<file path="config.mk">
export PLATFORM = sky130hd
export DESIGN_NAME = mac_outer_array_2x2
export DESIGN_NICKNAME = d
export VERILOG_FILES = /design/src/rtl/mac_outer_array_2x2.sv
export SDC_FILE = /design/constraint.sdc
export NUM_CORES = 1
export LEC_CHECK = 0
export ABC_CLOCK_PERIOD_IN_PS = 6200
export CAP_MARGIN = 25
export CORE_MARGIN = 3
export CORE_UTILIZATION = 55
export DETAILED_ROUTE_END_ITERATION = 16
export PLACE_DENSITY = 0.78
export SLEW_MARGIN = 10
export SYNTH_ARGS = -nofsm -noshare
export SYNTH_HDL_FRONTEND = slang
export SYNTH_SLANG_ARGS = --single-unit
</file>
<file path="constraint.sdc">
create_clock -name clk -period 6.2 [get_ports clk]
set_input_delay 0.93 -clock clk [delete_from_list [all_inputs] [get_ports clk]]
set_output_delay 0.93 -clock clk [all_outputs]
set_load 0.02 [all_outputs]
</file>
<file path="src/rtl/mac_outer_array_2x2.sv">
// 2x2 signed multiply-accumulate tile: each accepted slice computes y[i][j] = acc[i][j] + a[i]*b[j].
// Two register stages (products/acc capture, then accumulate); one slice per cycle, no backpressure.
module mac_outer_array_2x2 #(
    parameter int A_W   = 8,
    parameter int B_W   = 8,
    parameter int ACC_W = 32
) (
    input  logic                    clk,
    input  logic                    rst_n,
    input  logic                    in_valid,
    input  logic signed [A_W-1:0]   a0,
    input  logic signed [A_W-1:0]   a1,
    input  logic signed [B_W-1:0]   b0,
    input  logic signed [B_W-1:0]   b1,
    input  logic signed [ACC_W-1:0] acc00,
    input  logic signed [ACC_W-1:0] acc01,
    input  logic signed [ACC_W-1:0] acc10,
    input  logic signed [ACC_W-1:0] acc11,
    output logic                    out_valid,
    output logic signed [ACC_W-1:0] y00,
    output logic signed [ACC_W-1:0] y01,
    output logic signed [ACC_W-1:0] y10,
    output logic signed [ACC_W-1:0] y11
);

    localparam int P_W = A_W + B_W;

    // Sign-extend a full-precision product to the accumulator width.
    function automatic logic signed [ACC_W-1:0] sext_prod(input logic signed [P_W-1:0] p);
        return ACC_W'(p);
    endfunction

    // Two's complement wrapping accumulate of one cell.
    function automatic logic signed [ACC_W-1:0] mac_sum(
        input logic signed [ACC_W-1:0] acc,
        input logic signed [P_W-1:0]   p
    );
        return acc + sext_prod(p);
    endfunction

    logic signed [A_W-1:0]   a_s      [2];
    logic signed [B_W-1:0]   b_s      [2];
    logic signed [ACC_W-1:0] acc_in_s [4];

    logic signed [P_W-1:0]   prod_d [4];
    logic signed [P_W-1:0]   prod_q [4];
    logic signed [ACC_W-1:0] acc_d  [4];
    logic signed [ACC_W-1:0] acc_q  [4];
    logic                    v1_d;
    logic                    v1_q;

    logic signed [ACC_W-1:0] y_d [4];
    logic signed [ACC_W-1:0] y_q [4];
    logic                    out_valid_d;
    logic                    out_valid_q;

    assign a_s[0]      = a0;
    assign a_s[1]      = a1;
    assign b_s[0]      = b0;
    assign b_s[1]      = b1;
    assign acc_in_s[0] = acc00;
    assign acc_in_s[1] = acc01;
    assign acc_in_s[2] = acc10;
    assign acc_in_s[3] = acc11;

    // Stage 1 next state: capture products and partial sums only for a valid slice,
    // so undriven operands on idle cycles never reach the data registers.
    always_comb begin
        v1_d   = in_valid;
        prod_d = prod_q;
        acc_d  = acc_q;
        if (in_valid) begin
            for (int i = 0; i < 2; i++) begin
                for (int j = 0; j < 2; j++) begin
                    prod_d[2*i+j] = P_W'(a_s[i]) * P_W'(b_s[j]);
                end
            end
            for (int k = 0; k < 4; k++) begin
                acc_d[k] = acc_in_s[k];
            end
        end else begin
            v1_d = 1'b0;
        end
    end

    // Stage 1 registers.
    always_ff @(posedge clk or negedge rst_n) begin
        if (!rst_n) begin
            v1_q <= 1'b0;
            for (int k = 0; k < 4; k++) begin
                prod_q[k] <= '0;
                acc_q[k]  <= '0;
            end
        end else begin
            v1_q <= v1_d;
            for (int k = 0; k < 4; k++) begin
                prod_q[k] <= prod_d[k];
                acc_q[k]  <= acc_d[k];
            end
        end
    end

    // Stage 2 next state: accumulate when stage 1 holds a slice, otherwise keep the last result.
    always_comb begin
        out_valid_d = v1_q;
        y_d         = y_q;
        if (v1_q) begin
            for (int k = 0; k < 4; k++) begin
                y_d[k] = mac_sum(acc_q[k], prod_q[k]);
            end
        end else begin
            out_valid_d = 1'b0;
        end
    end

    // Stage 2 registers (tile outputs).
    always_ff @(posedge clk or negedge rst_n) begin
        if (!rst_n) begin
            out_valid_q <= 1'b0;
            for (int k = 0; k < 4; k++) begin
                y_q[k] <= '0;
            end
        end else begin
            out_valid_q <= out_valid_d;
            for (int k = 0; k < 4; k++) begin
                y_q[k] <= y_d[k];
            end
        end
    end

    assign out_valid = out_valid_q;
    assign y00       = y_q[0];
    assign y01       = y_q[1];
    assign y10       = y_q[2];
    assign y11       = y_q[3];

endmodule

</file>
==> results.py <==
metrics = {
    "run_status": {
        "outcome": "complete, no violations",
    },
    "critical_path": {
        "worst_ep_required_time_ps": 6670,
        "worstPathArrival_ps": 6110,
        "cell_by_cell_trace_of_the_critical_path": "clkdlybuf4s50_1 > and2_1 > fa_1 > inv_1 > fa_1 > inv_1 > fa_1 > inv_1 > fa_1 > inv_1 > ha_1 > o21ai_0 > a21boi_0 > o21ai_0 > a21boi_0 > o211ai_1 > a2111o_1 > nand3_1",
        "worstReg2RegEnd": "y01[26]$_DFFE_PN0P_",
        "timing_worst_setup_path_type": "in2reg",
        "worst-r2r-setup-slack_ps": 2850,
        "critical-path-slowest-cell": "clkdlybuf4s50_1",
        "crit_path_max_fanout": 16,
        "max_stage_delay_ps": 730,
        "critical_register_to_register_path_startpoint": "prod_q[47]$_DFFE_PN0P_",
        "start_kind": "input port",
        "cp-end-kind": "flop",
        "worst-r2r-cell-count": 9,
    },
    "logic_synthesis": {
        "synth_enable_flop_cells": 0,
        "synthesis.area_um2": 28200,
        "netlist_top_cells_area": "dfrtp_1, fa_1, ha_1",
        "netlist_instances": 2814,
        "synth.largest_area_cell": "dfrtp_1",
        "synth.yosys.seq_area_share": 0.285,
        "synth_warnings": 0,
        "synth_cell_type_count": 85,
        "synth_largest_type_area_fraction": 0.285,
        "syn_area_per_cell_um2": 10.0,
        "postSynthRegisterBits": 322,
        "synth-async-reset-ratio": 1.00,
        "postSynthNetCount": 3441,
        "ys.flop_type": "dfrtp_1",
    },
    "timing": {
        "slew_violations": 0,
        "final-hold-violation-count": 0,
        "final.period_utilization": 0.909,
        "setup_total_negative_slack_ps": 0,
        "setup_viol": 0,
        "fin_skew_ps": 21.8,
        "maximum_frequency_from_static_timing_analysis_mhz": 177,
        "grt_setup_unrepaired": "no",
        "worst_max_slew_pin_slew_ps": 909,
        "final.setup.worst_slack_ps": 565,
        "post-route-min-period_ps": 5640,
        "slew_headroom": 0.394,
    },
    "pwr": {
        "cellPowerDensity_nw_per_um2": 470,
        "total_switching_power_mw": 6.80,
        "leakagePower_nw": 15.2,
        "share_clk_of_total_power": 0.155,
        "cell_internal_pwr_mw": 8.87,
        "switching_part_of_the_total": 0.434,
        "power.share.sequential": 0.218,
        "comb_power_share": 0.628,
        "vdd.ir_drop.worst_uv": 270,
    },
    "cts": {
        "tritoncts_num_sinks": 322,
        "cts_tree": "yes",
        "cts-htree-levels": 2,
        "clk_pin_slew_worst_paths_ps": 60,
        "post_cts.repair.setup_buffers": 0,
        "count_of_hold_fix_buffers_inserted_at_cts": 0,
        "clock_insertion_delay_worst_skew_ps": 560,
        "postCtsResizedCells": 0,
        "max-clock-path-buffers": 3,
        "clk_root_buffer_cell": "clkbuf_16",
        "cts_inserted_buffers": 38,
    },
    "routing": {
        "firstDrtPassIters": 6,
        "vias": 21440,
        "drc_errors": 0,
        "post_drt_via_cell_ratio": 5.66,
        "antenna_left": 0,
        "post_detailed_route_wirelength_per_cell_um": 18.6,
        "drt-total-wl_mm": 70.6,
        "drt_iter0_markers": 1302,
    },
    "placement": {
        "dpl-instance-area_um2": 31900,
        "gp_congestion": 0.943,
        "post_place_worst_slack_ps": 81.1,
        "placement.io_buffers": 291,
        "dp_hpwl_mm": 54.9,
    },
    "floorplan": {
        "chipHeight_um": 233,
        "num_rows": 82,
        "io_pins": 292,
        "die-area_um2": 54100,
        "dieWidth_um": 233,
        "core_region_area_um2": 50500,
        "start_util": 0.559,
    },
    "final_layout": {
        "final_net_count": 3711,
        "final_cell_area_um2": 33300,
        "area_growth_syn_to_layout_pct": 18.0,
        "fraction_of_layout_instances_using_a_drive_strength_above_1": 0.121,
    },
    "grt": {
        "grt_start_max_net_pins": 140,
        "grt_pass1_vias": 22148,
        "global_route.usage.total": 0.263,
        "initial_antenna_violation_count": 7,
        "gr-total-overflow": 0,
        "first_pass_grt_wire_length_mm": 115,
    },
    "flow_run": {
        "cap_viol_max_count": 0,
    },
    "min_path": {
        "worstHoldPathType": "in2async",
    },
}
## synthesized netlist by cell type (15+ instances only)
library cell / count
nor2_1: 82
o21a_1: 28
o211ai_1: 15
inv_1: 374
nand3_1: 36
o31ai_1: 24
dfrtp_1: 322
a31oi_1: 17
o21ai_0: 97
o21bai_1: 22
mux2_2: 236
xnor2_1: 107
fa_1: 224
nand2b_1: 16
xor2_1: 36
ha_1: 240
and2_1: 178
nor3_1: 35
a21oi_1: 128
a211oi_1: 23
nor2b_1: 34
clkbuf_1: 92
a21o_1: 60
nand2_1: 187
## state kept, by name, summed over array words and instances, names as in the netlist
name,flops
y11,32
prod_q,64
y01,32
out_valid,1
y10,32
y00,32
acc_q,128
v1_q,1
## metrics by stage
| stage | power [mW] | hold WS [ps] | utilization | std cells |
|---|---|---|---|---|
| after floorplan | 10.3 | 352 | - | 2814 |
| after global placement | 12.8 | 464 | 0.632 | 3715 |
| after detailed placement | 13.2 | 477 | 0.632 | 3715 |
| after CTS | 15.7 | 267 | 0.659 | 3781 |
| after global routing | 17.0 | 283 | 0.660 | 3788 |
| final | 15.7 | 266 | 0.660 | 3790 |
## layer usage
metal,GRT usage,wire length (um),vias up
met4,0.0727,1760,0
li1,-,-,10069
met3,0.0282,3700,100
met1,0.365,31400,10657
met5,0,0,-
met2,0.441,33800,614
## worst max-delay path by stage
stage	startpoint	end	slack [ps]	cells past startpoint
after floorplan	a1[5]	prod_q[30]$_DFFE_PN0P_	1160	18
final	a1[4]	prod_q[30]$_DFFE_PN0P_	560	18
after CTS	a1[4]	prod_q[30]$_DFFE_PN0P_	620	18
after global routing	a1[4]	prod_q[30]$_DFFE_PN0P_	250	18
after detailed placement	a1[4]	prod_q[30]$_DFFE_PN0P_	80	18
after global placement	b0[1]	prod_q[30]$_DFFE_PN0P_	270	18
## cell families (layout without fill, tap and decap cells)
family | count (synthesis) | after routing | share of synthesized area
buffers and inverters | 474 | 770 | 0.0631
AND/OR/NAND/NOR | 653 | 653 | 0.121
AO/OA/AOI/OAI | 518 | 518 | 0.125
other | 0 | 8 | 0
flip-flops | 322 | 322 | 0.285
multiplexers | 240 | 240 | 0.0957
XOR/XNOR | 143 | 143 | 0.0444
adder cells (fa/ha/maj) | 464 | 464 | 0.265
## layout make-up
class / count / area, um2
multi-input combinational: 2018 / 18400
fill: 4105 / 17200
sequential: 322 / 8060
timing repair buffer: 329 / 3250
inverter: 375 / 1410
clock buffer: 48 / 1060
tap: 672 / 841
clock inverter: 18 / 288
antenna: 8 / 20.0
## worst max-delay path: cells and delay by family
| family | cells | cell delay [ps] |
|---|---|---|
| adder cells (fa/ha/maj) | 5 | 2320 |
| AO/OA/AOI/OAI | 6 | 1500 |
| buffers and inverters | 5 | 930 |
| AND/OR/NAND/NOR | 2 | 420 |
## placed cells by master, fill, tap and decap left out, drive strengths merged, types with 13 or more instances in the layout
master         Yosys  routed
fa               224     224
dfrtp            322     322
nand2            187     187
or3               13      13
o21ai            102     102
clkdlybuf4s50      0     289
a21o              60      60
nor2              82      82
nand2b            16      16
nor3              35      35
a21boi            14      14
ha               240     240
nor2b             36      36
clkbuf            92      49
and2             178     178
xor2              36      36
mux2             237     237
nand4             14      14
buf                7      39
nand3             37      37
o31ai             26      26
o21a              28      28
a31oi             18      18
xnor2            107     107
o211ai            16      16
inv              374     377
and3              14      14
a211oi            28      28
o21bai            22      22
a21oi            128     128
## power by group through the flow
stage                     combinational (mW)  sequential, mW  clock, mW
after floorplan                         6.54            3.72          0
after global placement                  9.43            3.40          0
after detailed placement                9.72            3.43          0
after CTS                               9.79            3.41       2.48
after global routing                    10.9            3.49       2.57
final                                   9.83            3.41       2.43
No activity file was read; power rests on OpenSTA's default activity.
